**src/rtl/trigger_pulse_stretcher_if.sv**
```systemverilog
// Trigger/pulse bundle between a trigger source and the pulse stretcher.
// The master drives trig and observes the stretched pulse and status strobes.
interface trigger_pulse_stretcher_if;
  logic trig;
  logic level;
  logic busy;
  logic done;
  logic dropped;

  modport master (output trig, input level, input busy, input done, input dropped);
  modport slave  (input trig, output level, output busy, output done, output dropped);
endinterface

```
**src/rtl/trigger_pulse_stretcher.sv**
```systemverilog
// Stretches single-cycle triggers into fixed-width level pulses with a guaranteed low gap,
// queueing at most one trigger that arrives while busy and flagging any trigger it discards.
module trigger_pulse_stretcher #(
  parameter int HOLD_CYCLES = 16,
  parameter int GAP_CYCLES  = 4,
  parameter bit RETRIGGER   = 1'b0
) (
  input  logic                      clk,
  input  logic                      reset,
  trigger_pulse_stretcher_if.slave  bus
);

  localparam int MAX_CYCLES = (HOLD_CYCLES > GAP_CYCLES) ? HOLD_CYCLES : GAP_CYCLES;
  localparam int CNT_W      = $clog2(MAX_CYCLES + 1);
  localparam logic [CNT_W-1:0] HOLD_LOAD = CNT_W'(HOLD_CYCLES - 1);
  localparam logic [CNT_W-1:0] GAP_LOAD  = CNT_W'(GAP_CYCLES - 1);
  localparam logic [CNT_W-1:0] CNT_ONE   = CNT_W'(1);

  typedef enum logic [1:0] {
    IDLE = 2'd0,
    HOLD = 2'd1,
    GAP  = 2'd2
  } state_t;

  state_t           state_q, state_d;
  logic [CNT_W-1:0] cnt_q, cnt_d;
  logic             pending_q, pending_d;
  logic             done_q, done_d;
  logic             dropped_q, dropped_d;

  always_ff @(posedge clk or posedge reset) begin
    if (reset) begin
      state_q   <= IDLE;
      cnt_q     <= '0;
      pending_q <= 1'b0;
      done_q    <= 1'b0;
      dropped_q <= 1'b0;
    end else begin
      state_q   <= state_d;
      cnt_q     <= cnt_d;
      pending_q <= pending_d;
      done_q    <= done_d;
      dropped_q <= dropped_d;
    end
  end

  always_comb begin
    state_d   = state_q;
    cnt_d     = cnt_q;
    pending_d = pending_q;
    done_d    = 1'b0;
    dropped_d = 1'b0;
    case (state_q)
      IDLE: begin
        if (bus.trig) begin
          state_d = HOLD;
          cnt_d   = HOLD_LOAD;
        end
      end
      HOLD: begin
        // A retrigger restarts the hold and beats expiry on the final hold cycle.
        if (bus.trig && RETRIGGER) begin
          cnt_d = HOLD_LOAD;
        end else begin
          if (bus.trig) begin
            if (pending_q) dropped_d = 1'b1;
            else           pending_d = 1'b1;
          end
          if (cnt_q == '0) begin
            state_d = GAP;
            cnt_d   = GAP_LOAD;
            done_d  = 1'b1;
          end else begin
            cnt_d = cnt_q - CNT_ONE;
          end
        end
      end
      GAP: begin
        if (cnt_q == '0) begin
          // Only one trigger starts the next pulse; a second one in the same cycle is lost.
          if (pending_q || bus.trig) begin
            state_d   = HOLD;
            cnt_d     = HOLD_LOAD;
            pending_d = 1'b0;
            dropped_d = pending_q && bus.trig;
          end else begin
            state_d = IDLE;
          end
        end else begin
          cnt_d = cnt_q - CNT_ONE;
          if (bus.trig) begin
            if (pending_q) dropped_d = 1'b1;
            else           pending_d = 1'b1;
          end
        end
      end
      default: begin
        state_d   = IDLE;
        cnt_d     = '0;
        pending_d = 1'b0;
      end
    endcase
  end

  assign bus.level   = (state_q == HOLD);
  assign bus.busy    = (state_q != IDLE);
  assign bus.done    = done_q;
  assign bus.dropped = dropped_q;

endmodule
```
**src/flat_wrapper.sv**
```systemverilog
// flat-port wrapper written by rule: the top's interface ports become plain ports
module trigger_pulse_stretcher_flat 
#(
  parameter int HOLD_CYCLES = 16,
  parameter int GAP_CYCLES  = 4,
  parameter bit RETRIGGER   = 1'b0
)
  (clk, reset, bus_trig, bus_level, bus_busy, bus_done, bus_dropped);
  trigger_pulse_stretcher_if bus_i ();
  input  logic clk;
  input  logic reset;
  input wire logic [$bits(bus_i.trig)-1:0] bus_trig;
  output wire logic [$bits(bus_i.level)-1:0] bus_level;
  output wire logic [$bits(bus_i.busy)-1:0] bus_busy;
  output wire logic [$bits(bus_i.done)-1:0] bus_done;
  output wire logic [$bits(bus_i.dropped)-1:0] bus_dropped;
  assign bus_i.trig = bus_trig;
  assign bus_level = bus_i.level;
  assign bus_busy = bus_i.busy;
  assign bus_done = bus_i.done;
  assign bus_dropped = bus_i.dropped;
  trigger_pulse_stretcher #(.HOLD_CYCLES(HOLD_CYCLES), .GAP_CYCLES(GAP_CYCLES), .RETRIGGER(RETRIGGER)) u_core (.clk(clk), .reset(reset), .bus(bus_i));
endmodule
```
**config.mk**
```make
export PLATFORM = sky130hd
export DESIGN_NAME = trigger_pulse_stretcher_flat
export DESIGN_NICKNAME = d
export VERILOG_FILES = /design/src/rtl/trigger_pulse_stretcher_if.sv /design/src/rtl/trigger_pulse_stretcher.sv /design/src/flat_wrapper.sv
export SDC_FILE = /design/constraint.sdc
export NUM_CORES = 1
export LEC_CHECK = 0
export ABC_AREA = 1
export CAP_MARGIN = 20
export CORE_AREA = 2 2 39 41
export DETAILED_ROUTE_END_ITERATION = 16
export DIE_AREA = 0 0 41 43
export GPL_TIMING_DRIVEN = 0
export PLACE_DENSITY = 0.68
export SETUP_SLACK_MARGIN = 0.15
export SLEW_MARGIN = 20
export SYNTH_ARGS = -nofsm -noshare
export SYNTH_HDL_FRONTEND = slang
export SYNTH_SLANG_ARGS = --single-unit
```
**constraint.sdc**
```tcl
create_clock -name clk -period 3.2 [get_ports clk]
set_clock_uncertainty 0.15 [all_clocks]
set_input_delay 0.64 -clock clk [delete_from_list [all_inputs] [get_ports clk]]
set_output_delay 0.64 -clock clk [all_outputs]
set_load 0.01 [all_outputs]
```
Word-level counts from Yosys, hierarchy flattened
Index checks and enable logic that the tools add are counted.
{ "op_classes": {"n_addsub": 1, "n_eq_ne": 6, "mux": 21, "bitwise_logic": 1, "reduce_logical": 8} }
{ "ops": {"columns": ["cell", "n"], "rows": [
  ["$mux 5", 4],
  ["$pmux 5 s3", 1],
  ["$mux 1", 10],
  ["$mux 2", 3],
  ["$pmux 2 s3", 1],
  ["$logic_not 5->1", 1],
  ["$sub 5x1->5 const B", 1],
  ["$ne 2x1->1 const B", 2],
  ["$reduce_and 2->1", 2],
  ["$ne 3x3->1 const B", 1],
  ["$pmux 1 s3", 1],
  ["$reduce_and 3->1", 1],
  ["$eq 2x1->1 const B", 1],
  ["$eq 2x2->1 const B", 1],
  ["$logic_not 2->1", 1],
  ["$ne 2x2->1 const B", 1],
  ["$pmux 1 s2", 1],
  ["$reduce_bool 2->1", 1],
  ["$logic_and 1x1->1", 1],
  ["$logic_or 1x1->1", 1],
  ["$not 1->1", 1]
]} }
{ "totals": {"ff_bits": 10, "in_bits": 3, "output_inout_bits": 4, "elab_cells": 42} }

Longest topological paths before layout
{ "depth": {"ltp_word": 4, "ltp_mapped": 10, "mapped_depth_nobuf": 10} }

Least setup slack after synthesis
No wires, ideal clock.
{ "synth_timing": {"path_kind": "reg-to-output", "startpoint": "register u_core.state_q[0]", "endpoint": "output bus_busy", "arrival_ns": 0.758, "t_required_ns": 2.410, "setup_slack_ns": 1.652, "stages_incl_launch_ff": 4, "path_buffers": 0, "path_cell_list": "dfrtp_1 inv_1 ha_1 inv_2"} }
{ "synth_between": {"elab_chain_len": 1} }
{ "synth_lines": {"columns": ["element", "line_no", "source"], "rows": [
  ["from (decl)", "trigger_pulse_stretcher.sv:25", "state_t state_q, state_d;"],
  ["from (signal assigned)", "trigger_pulse_stretcher.sv:39", "state_q <= state_d;"],
  ["$reduce_bool 2->1", "trigger_pulse_stretcher.sv:106", "assign bus.busy = (state_q != IDLE);"],
  ["to (decl)", "flat_wrapper.sv:14", "output wire logic [$bits(bus_i.busy)-1:0] bus_busy;"]
]} }
No other way between the ends.

Worst setup path after layout
{ "layout_timing": {"startpoint": "register u_core.state_q[1]", "endpoint": "output bus_busy"} }
The elaborated chain is that of the path after synthesis.

==> metrics.md <==
| Metric | Value |
|---|---|
| Final Core Density | `0.5344` |
| Status | `finished, final reports clean` |
| Most common cell in the netlist | `nand2_1` |
| Min Hold Slack | `roughly 340 ps` |
| CTS clk-pin slew, worst paths | `approximately 70 ps` |
| Max Root-Sink Buffers | `2` |
| Post-Syn Area | `just over 600 sq um` |
| Total Routing Usage GR | `0.1778` |
| Synth unique cells | `17` |
| Starting DRT DRC Count | `5` |
| Total grt overflow | `0` |
| Core box area | `between 1000 and 1500 sq um` |
| Worst Path Required | `around 2400 ps` |
| Hold Path Class | `register to register` |
| Critical Path Source Type | `register` |
| Post-synth EDFFs | `0` |
| Slew @ Worst Pin | `between 300 and 400 ps` |
| Nets | `between 100 and 150` |
| Post_cts resized | `0` |
| Setup slack after placement | `approximately 1000 ps` |
| Gr busiest metal | `met1` |
| Largest net degree at the start of global routing | `11` |
| Syn Area/Cell | `7.507 sq um` |
| Num Clock Sinks | `10` |
| Critical Path AT | `1660 ps` |
| CP max FO | `7` |
| Drt total wl | `between 1000 and 1500 microns` |
| PortBufs | `6` |
| Vias | `503` |
| HPWL Detailed | `between 800 and 900 microns` |
| Max-slew headroom | `0.7405` |
| Routed vias/inst | `4.615` |
| Async S/R FF share, synth | `1.000` |
| Net count after synthesis | `slightly above 90` |
| Horiz. Die Dim | `just over 40 microns` |
| Grt met1 use | `0.2441` |
| Fmax | `~410 MHz` |
| Total Neg Setup Slack | `0 ps` |
| Hold Buf Count CTS | `0` |
| Top post-synthesis cells by count | `34 x nand2_1, 13 x inv_1, 10 x dfrtp_1` |
| RSZ-0062 raised after global routing | `false` |
| Register area | `between 200 and 300 sq um` |
| Die height | `43 microns` |
| Leak | `0.3990 nW` |
| Share of cells above drive strength 1 | `0.09677` |
| Top_reg_cell synth | `dfrtp_1` |
| Drt first pass iters | `2` |
| Mapped Cells | `83` |
| Remaining antenna violation count after routing | `0` |
| DRC Markers | `0` |
| MaxCap Viol Count | `0` |
| Io pins | `7` |
| Slew Limit Fails | `0` |
| Via count of the first global-routing pass | `approximately 500` |
| Clk_lat worst skew | `approximately 270 ps` |
| First-pass GRT wire length | `between 2000 and 2500 microns` |
| Sequential-to-total area share from yosys stat | `0.4016` |
| Initial Utilization | `0.4503` |
| Finish-stage setup viols | `0` |
| PwrDens | `around 1000 nW/um^2` |
| Initial antenna violation count | `0` |
| Ranking of synthesized cells by area | `dfrtp_1 40%, nand2_1 20%, ha_1 10%` |
| Full die area | `between 1500 and 2000 sq um` |
| Synth Register Bits | `10` |
| Final Power | `around 0.76 mW` |
| H-tree depth | `1` |
| Maximum vdd drop | `between 0.4 and 0.5 mV` |
| Routability cong. | `0.7857` |
| CTS tree | `yes` |
| Synth-to-layout area growth | `18.67%` |
| Grt met3 use | `0.03141` |
| Post-DR wirelength/cell | `approximately 11 microns` |
| FILL cells | `~150` |
| Worst setup path category | `register to output port` |
| Cell taking the most area after synthesis | `dfrtp_1` |
| Fin. Hold Viols | `0` |
| Final Cycle Share | `0.7661` |
| Synth top area share | `0.4016` |
| Final Critical Period | `roughly 2500 ps` |
| Multi-input logic area | `around 320 sq um` |
| # Post-CTS Setup Buffers | `0` |
| Antenna cells | `0` |
| TritonCTS buffer count | `3` |
| Worst setup margin | `748.5 ps` |
| Synth Warn # | `0` |
| Crit. End Element | `output port` |
| Met2 track demand over resource | `0.2438` |
| Cell row count | `14` |
| Root Buffer | `clkbuf_4` |
## where the power goes
part           internal (mW)  switching [mW]
combinational          0.161           0.252
sequential             0.176          0.0495
clock                 0.0691          0.0476
total                  0.406           0.350
## state kept, by name (all words and copies together), names as in the netlist
signal,cells
u_core.cnt_q,5
u_core.state_q,2
u_core.bus.done,1
u_core.bus.dropped,1
u_core.pending_q,1
## layout by cell type, fill, tap and decap left out
cell type | netlist | routed
a211oi_1 | 1 | 1
clkbuf_4 | 0 | 3
clkbuf_8 | 0 | 1
clkdlybuf4s50_1 | 0 | 6
dfrtp_1 | 10 | 10
ha_1 | 5 | 5
inv_1 | 13 | 13
inv_2 | 1 | 1
nand2_1 | 34 | 34
nand3_1 | 2 | 2
nand3_4 | 1 | 1
nor2_1 | 4 | 4
nor2_2 | 2 | 2
nor3_1 | 1 | 1
nor4_1 | 1 | 1
o21ai_0 | 4 | 4
o21ai_1 | 1 | 1
o21ai_4 | 1 | 1
or2_1 | 1 | 1
xor2_1 | 1 | 1
## stage by stage
| step | cell area, sq um | std cells |
|---|---|---|
| 6_report | 739.5 | 109 |
| 5_1_grt | 739.5 | 109 |
| 4_1_cts | 739.5 | 109 |
| 3_5_place_dp | 703.2 | 105 |
| 3_3_place_gp | 703.2 | 105 |
| 2_1_floorplan | 623.1 | 83 |
## layer usage
layer / vias to the layer above / routed length (microns)
li1: 270 / -
met1: 226 / 580
met2: 5 / 522
met3: 2 / 32
met4: 0 / 19
met5: - / 0
## cells by family (layout without fill, tap and decap cells)
kind of cell    Yosys count  in the layout  share of synthesized area
buf+inv                  14             24                    0.08434
fa+ha+maj                 5              5                     0.1004
flops                    10             10                     0.4016
compound gates            7              7                    0.07832
simple gates             46             46                     0.3213
xor+xnor                  1              1                    0.01406
## final cells by class
cell class | count | share of cell area
multi-input combinational | 59 | 0.4332
sequential | 10 | 0.3384
timing repair buffer | 6 | 0.08122
inverter | 14 | 0.07107
clock buffer | 4 | 0.04907
tap | 16 | 0.02707
## worst max-delay path, stage by stage (launching register included)
cell	delay, ps
dfrtp_1	410
inv_1	80
ha_1	230
inv_2	120
clkdlybuf4s50_1	550
## path summary, 6_finish.rpt
check	start	end	slack [ps]	depth (start not counted)
max	u_core.state_q[1]	bus_busy	750	4
min	u_core.cnt_q[4]	u_core.cnt_q[4]	340	2
max reg2reg	u_core.state_q[1]	u_core.cnt_q[2]	1440	10
min reg2reg	u_core.cnt_q[4]	u_core.cnt_q[4]	340	2
max in group asynchronous	reset	u_core.state_q[0]	2130	2
min in group asynchronous	reset	u_core.cnt_q[3]	500	2
No activity file was read; power rests on OpenSTA's default activity.
